## config.mk

```make
export PLATFORM = sky130hd
export DESIGN_NAME = regfile_writeback
export DESIGN_NICKNAME = d
export VERILOG_FILES = /design/src/rtl/regfile_writeback_pkg.sv /design/src/rtl/wb_fifo.sv /design/src/rtl/regfile_writeback.sv
export SDC_FILE = /design/constraint.sdc
export NUM_CORES = 1
export LEC_CHECK = 0
export CAP_MARGIN = 15
export CORE_MARGIN = 2
export CORE_UTILIZATION = 50
export DETAILED_ROUTE_END_ITERATION = 10
export GPL_TIMING_DRIVEN = 0
export PLACE_DENSITY = 0.78
export SETUP_SLACK_MARGIN = 0.05
export SLEW_MARGIN = 20
export SYNTH_ARGS = -nofsm -noshare
export SYNTH_HDL_FRONTEND = slang
export SYNTH_HIERARCHICAL = 1
export SYNTH_SLANG_ARGS = --single-unit
```

## constraint.sdc

```tcl
create_clock -name clk -period 7.4 [get_ports clk]
set_input_delay 2.22 -clock clk [delete_from_list [all_inputs] [get_ports clk]]
set_output_delay 2.22 -clock clk [all_outputs]
set_load 0.02 [all_outputs]
```

## src/rtl/regfile_writeback_pkg.sv

```systemverilog
// Shared types and constants for the writeback queue in front of the register file.
package regfile_writeback_pkg;

    localparam int XLEN       = 64;
    localparam int REG_ADDR_W = 5;
    localparam int NUM_REGS   = 32;

    typedef logic [REG_ADDR_W-1:0] reg_addr_t;

    typedef struct packed {
        reg_addr_t         rd;
        logic [XLEN-1:0]   data;
    } wb_entry_t;

    function automatic logic [NUM_REGS-1:0] reg_onehot(input reg_addr_t r);
        return NUM_REGS'(1) << r;
    endfunction

endpackage

```

## src/rtl/wb_fifo.sv

```systemverilog
// Writeback FIFO: up to two pushes and one pop per cycle, with entries exposed oldest-first.
// WB_BYPASS_EN adds a per-entry data view for the bypass search.
module wb_fifo
    import regfile_writeback_pkg::*;
#(
    parameter int  DEPTH   = 4,
    parameter type entry_t = wb_entry_t
) (
    input  logic                   clk,
    input  logic                   reset,
    input  logic                   push_a,
    input  entry_t                 push_a_entry,
    input  logic                   push_b,
    input  entry_t                 push_b_entry,
    input  logic                   pop,
    output entry_t                 head,
    output logic [$clog2(DEPTH):0] count,
    output logic [DEPTH-1:0]       age_valid,
    output reg_addr_t              age_rd [DEPTH]
`ifdef WB_BYPASS_EN
    ,
    output entry_t                 age_entry [DEPTH]
`endif
);

    localparam int PW = $clog2(DEPTH);
    localparam int CW = PW + 1;

    entry_t          mem [DEPTH];
    logic [PW-1:0]   rd_ptr;
    logic [PW-1:0]   wr_ptr;

    // push_b is always the younger of the pair, so it lands one slot after push_a.
    always_ff @(posedge clk or negedge reset) begin
        if (!reset) begin
            rd_ptr <= '0;
            wr_ptr <= '0;
            count  <= '0;
        end else begin
            rd_ptr <= rd_ptr + PW'(pop);
            wr_ptr <= wr_ptr + PW'(push_a) + PW'(push_b);
            count  <= count + CW'(push_a) + CW'(push_b) - CW'(pop);
        end
    end

    // NOTE: storage has no reset; only count and pointers decide which slots are live.
    always_ff @(posedge clk) begin
        if (push_a) mem[wr_ptr] <= push_a_entry;
        if (push_b) mem[wr_ptr + PW'(1)] <= push_b_entry;
    end

    assign head = mem[rd_ptr];

    // Index k is the entry's age: k = 0 is the head, larger k is younger.
    always_comb begin
        for (int k = 0; k < DEPTH; k++) begin
            age_valid[k] = CW'(k) < count;
            age_rd[k]    = mem[rd_ptr + PW'(k)].rd;
`ifdef WB_BYPASS_EN
            age_entry[k] = mem[rd_ptr + PW'(k)];
`endif
        end
    end

endmodule

```

## src/rtl/regfile_writeback.sv

```systemverilog
// Arbitrates ALU and load results into a small in-order writeback queue and tracks pending rd hazards.
// WB_BYPASS_EN adds bypass_hit/bypass_data outputs forwarding the youngest queued write to rs1/rs2.
module regfile_writeback
    import regfile_writeback_pkg::*;
#(
    parameter int XLEN  = regfile_writeback_pkg::XLEN,
    parameter int DEPTH = 4
) (
    input  logic                  clk,
    input  logic                  reset,
    input  logic                  alu_valid,
    input  logic [REG_ADDR_W-1:0] alu_rd,
    input  logic [XLEN-1:0]       alu_data,
    output logic                  alu_ready,
    input  logic                  ld_valid,
    input  logic [REG_ADDR_W-1:0] ld_rd,
    input  logic [XLEN-1:0]       ld_data,
    output logic                  ld_ready,
    output logic                  RegWrite,
    output logic [REG_ADDR_W-1:0] rd,
    output logic [XLEN-1:0]       WriteData,
    input  logic [REG_ADDR_W-1:0] rs1,
    input  logic [REG_ADDR_W-1:0] rs2,
    output logic                  hazard1,
    output logic                  hazard2,
    output logic [NUM_REGS-1:0]   busy_mask
`ifdef WB_BYPASS_EN
    ,
    output logic                  bypass_hit1,
    output logic                  bypass_hit2,
    output logic [XLEN-1:0]       bypass_data1,
    output logic [XLEN-1:0]       bypass_data2
`endif
);

    localparam int CW = $clog2(DEPTH) + 1;
    localparam logic [CW:0] SLOTS = (CW+1)'(DEPTH);
    localparam logic [CW:0] ONE   = (CW+1)'(1);
    localparam logic [CW:0] TWO   = (CW+1)'(2);

    typedef struct packed {
        reg_addr_t       rd;
        logic [XLEN-1:0] data;
    } entry_t;

    entry_t          head;
    logic [CW-1:0]   count;
    logic [DEPTH-1:0] age_valid;
    reg_addr_t       age_rd [DEPTH];
    logic [CW:0]     free_slots;
    logic            pop;
    logic            ld_keep;
    logic            alu_keep;
    logic            push_a;
    logic            push_b;
    entry_t          push_a_entry;
    entry_t          push_b_entry;
`ifdef WB_BYPASS_EN
    entry_t          age_entry [DEPTH];
`endif

    // The head drains unconditionally, so its slot is already free for this edge.
    assign pop        = count != '0;
    assign free_slots = SLOTS - (CW+1)'(count) + (CW+1)'(pop);
    assign ld_ready   = reset && (free_slots >= ONE);
    assign alu_ready  = reset && ((free_slots >= TWO) || ((free_slots >= ONE) && !ld_valid));

    // Writes to x0 complete the handshake but never occupy a slot.
    assign ld_keep  = ld_valid && ld_ready && (ld_rd != '0);
    assign alu_keep = alu_valid && alu_ready && (alu_rd != '0);
    assign push_a   = ld_keep || alu_keep;
    assign push_b   = ld_keep && alu_keep;

    always_comb begin
        // NOTE: every always_comb output gets a default first so no latch is inferred.
        push_a_entry = '{rd: alu_rd, data: alu_data};
        push_b_entry = '{rd: alu_rd, data: alu_data};
        if (ld_keep) push_a_entry = '{rd: ld_rd, data: ld_data};
    end

    wb_fifo #(
        .DEPTH   (DEPTH),
        .entry_t (entry_t)
    ) u_fifo (
        .clk          (clk),
        .reset        (reset),
        .push_a       (push_a),
        .push_a_entry (push_a_entry),
        .push_b       (push_b),
        .push_b_entry (push_b_entry),
        .pop          (pop),
        .head         (head),
        .count        (count),
        .age_valid    (age_valid),
        .age_rd       (age_rd)
`ifdef WB_BYPASS_EN
        ,
        .age_entry    (age_entry)
`endif
    );

    assign RegWrite  = pop;
    assign rd        = pop ? head.rd   : '0;
    assign WriteData = pop ? head.data : '0;

    always_comb begin
        busy_mask = '0;
        for (int k = 0; k < DEPTH; k++) begin
            if (age_valid[k]) busy_mask |= reg_onehot(age_rd[k]);
        end
    end

`ifdef WB_BYPASS_EN
    // Scanning oldest to youngest lets the youngest match win.
    always_comb begin
        bypass_hit1  = 1'b0;
        bypass_hit2  = 1'b0;
        bypass_data1 = '0;
        bypass_data2 = '0;
        for (int k = 0; k < DEPTH; k++) begin
            if (age_valid[k] && (rs1 != '0) && (age_rd[k] == rs1)) begin
                bypass_hit1  = 1'b1;
                bypass_data1 = age_entry[k].data;
            end
            if (age_valid[k] && (rs2 != '0) && (age_rd[k] == rs2)) begin
                bypass_hit2  = 1'b1;
                bypass_data2 = age_entry[k].data;
            end
        end
    end

    assign hazard1 = (rs1 != '0) && busy_mask[rs1] && !bypass_hit1;
    assign hazard2 = (rs2 != '0) && busy_mask[rs2] && !bypass_hit2;
`else
    assign hazard1 = (rs1 != '0) && busy_mask[rs1];
    assign hazard2 = (rs2 != '0) && busy_mask[rs2];
`endif

endmodule

```

==> out/metrics.yaml <==
sta:
  finalHoldViolCount: 0
  max_freq_mhz: 140
  worst_pin_slew_ps: 1150
  slew_headroom_pct: 22.7
  rsz0062_at_grt: "false"
  layout_setup_ws_ps: 262
  fin_skew_ps: 14.8
  final-max-slew-violation-count: 0
  min_period_over_period_pct: 96.5
  min_period_ps: 7140
  setup_viol: 0
layout:
  area_delta_synth_final_pct: 26.5
  layout.nets: 1646
  final_core_util_pct: 64.6
  fin_area_mm2: 0.0218
  drive_gt1_share_pct: 38.8
  instances_no_fill: 1961
synthesis:
  yosysMostFrequentCell: "mux2_2"
  async_flop_share_pct: 2.47
  synth_area_leader_cell: "edfxtp_1"
  yosysTopAreaCellShare_pct: 48.2
  synth_seq_cells: 283
  syn_area_mm2: 0.0172
  synth_cells: 1184
  yosysWarnings: 6
  synth-edff-count: 276
  synthDistinctLibCells: 68
  ys.flop_type: "edfxtp_1"
  ys_top_cells_by_area: "edfxtp_1 (48%), mux2_2 (22%), mux4_2 (11%)"
  ys_seq_area_share_pct: 49.2
  synth_area_per_cell_um2: 14.5
  yosys-top-cells-count: "mux2_2 (340), edfxtp_1 (276), mux4_2 (84), and2_1 (70), buf_2 (60)"
  mappedNetlistNets: 1345
placed_design:
  dp.cells: 1901
  dpl.hpwl_um: 34200
  routabilityCongestion: 0.943
  dp_slack_ps: 269
  io_buffers: 254
  place_area_mm2: 0.0207
floorplan:
  fp.dieH_um: 190
  io_pins: 258
  coreArea_mm2: 0.0337
  die_x_um: 190
  initial_core_util_pct: 51.1
  rows: 67
  die_area_mm2: 0.0359
pwr:
  vdd.ir_drop.worst_mv: 0.239
  p_leak_uw: 0.00750
  powerDensity_mw_per_mm2: 392
worst_setup_path:
  max_stage_delay_ps: 580
  reg2reg_slack_ps: 1090
  crit_path_start_kind: "register"
  required_ps: 5180
  end_kind: "output port"
  worst-path-buf-inv: 4
  path_class: "register to output port"
  cp_num_cells: 12
  rr_worst_depth: 19
  cp.arrival_ps: 4920
  crit_fanout: 10
  cp_top_family: "buffers and inverters"
  slowest_stage: "mux4_2"
  crit_chain: "buf_2, clkbuf_4, mux4_2, clkbuf_2, nand2b_1, o22ai_1, a211oi_2, a211oi_1, a311oi_1, nor4_1, or4_1, clkdlybuf4s50_1"
grt:
  grt_pass1_wl_um: 73300
  grt_max_degree: 22
  grtUsageTotal_pct: 26.7
  first_global_vias: 12393
  grt_overflow_total: 0
  grt_antenna_before_repair: 7
routing:
  vias: 11973
  drtIter0Drc: 972
  drtAntennaViolNets: 0
  firstDrtPassIters: 5
  wire_per_inst_um: 24.5
  drc: 0
  routed_via_density: 6.11
  totalWireLength_um: 48000
clock_tree:
  htree_levels: 1
  cts.path.max_buffers: 3
  cts_root_buffer: "clkbuf_16"
  hold_buffers: 0
  cts_tree: "yes"
  clk_latency_ps: 550
  cts.sinks: 283
  clk_pin_slew_ps: 60
  cts_buffers: 30
worst_hold_path:
  min_path_type: "register to register"
  whs_path_depth: 1
status:
  status: "complete, no violations"
job:
  max-cap-violations: 0
worst reg2reg max path, stage by stage (launching register included):
cell	delay, ps
dfrtp_1	480
buf_4	160
or3_1	90
clkbuf_1	390
clkbuf_1	580
inv_1	100
ha_1	200
inv_1	70
ha_1	160
or2_2	100
a21oi_1	60
a21boi_0	320
o211ai_1	550
clkbuf_1	470
nor2_1	630
nand3b_1	510
buf_2	400
o21ai_4	320
buf_16	230
buf_16	180
sequential cells by signal, indices dropped and copies added, names as in the netlist:
register	count
u_fifo/wr_ptr	2
u_fifo/rd_ptr	2
u_fifo/mem	276
u_fifo/count	3
metrics by stage:
step                 TNS, ps  power [uW]  hold WS (ps)
CTS                        0        8540           559
finish                     0        8530           563
detailed placement         0        6990           539
global placement    -1182000        6910           539
global route               0        8910           574
floorplan            -245650        5150           493
report_power, final:
group	internal [uW]	switching, uW
combinational	2190	2510
sequential	2210	105
clock	895	618
total	5290	3230
what timing repair did:
item	4_1_cts	5_1_grt
pin swaps	0	0
gates resized for setup	2	6
setup endpoints to repair	1	2
setup buffers	0	0
metal layers:
layer	part of all wire (%)	vias up	global-route usage, %
li1	-	5333	-
met1	40	5979	35.4
met2	49	544	44.7
met3	7.4	111	4.47
met4	3.2	6	8.83
met5	0.094	-	0
final cells by class:
cell class,count,area [um2]
repair buffers,269,2920
plain buffers,89,448
diodes,4,10.0
multi-input cells,781,8250
clock inverters,23,206
flip-flops and latches,283,8460
fillers,2497,11900
inverters,31,116
well taps,448,561
clock buffers,33,783
kinds of logic after synthesis:
group / count (synthesis) / synth area share, %
xor gates and xnor gates: 3 / 0.153
DFF: 283 / 49.2
buffers and inverters: 120 / 3.26
AOI/OAI and AO/OA: 114 / 4.73
adders and majority gates: 9 / 0.785
and+or+nand+nor: 219 / 7.89
muxes: 436 / 34.0
placed cells by master (no fill, tap or decap), types with 7 or more instances in the layout:
master / instances
nor3_1: 10
mux2_1: 10
and2_1: 70
nand4b_1: 9
buf_4: 9
nand2b_1: 11
buf_16: 11
clkdlybuf4s50_1: 254
nand2_1: 22
edfxtp_1: 276
clkbuf_1: 20
mux2_2: 340
o22ai_1: 40
clkinv_2: 9
a21oi_1: 11
or2_2: 11
o211ai_1: 7
buf_2: 59
dfrtp_1: 7
inv_1: 31
clkbuf_16: 31
mux4_2: 84
clkinv_1: 9
nor2b_1: 9
nor2_1: 26
final timing paths:
path,start,to
max reg2reg,u_fifo/count[2],u_fifo/mem[2][39]
max,u_fifo/rd_ptr[0],hazard2
min reg2reg,u_fifo/rd_ptr[0],u_fifo/rd_ptr[0]
max in group asynchronous,reset,u_fifo/wr_ptr[1]
min in group asynchronous,reset,u_fifo/rd_ptr[1]
min,u_fifo/rd_ptr[0],u_fifo/rd_ptr[0]
Note: power is estimated with default switching activity, not from simulation.
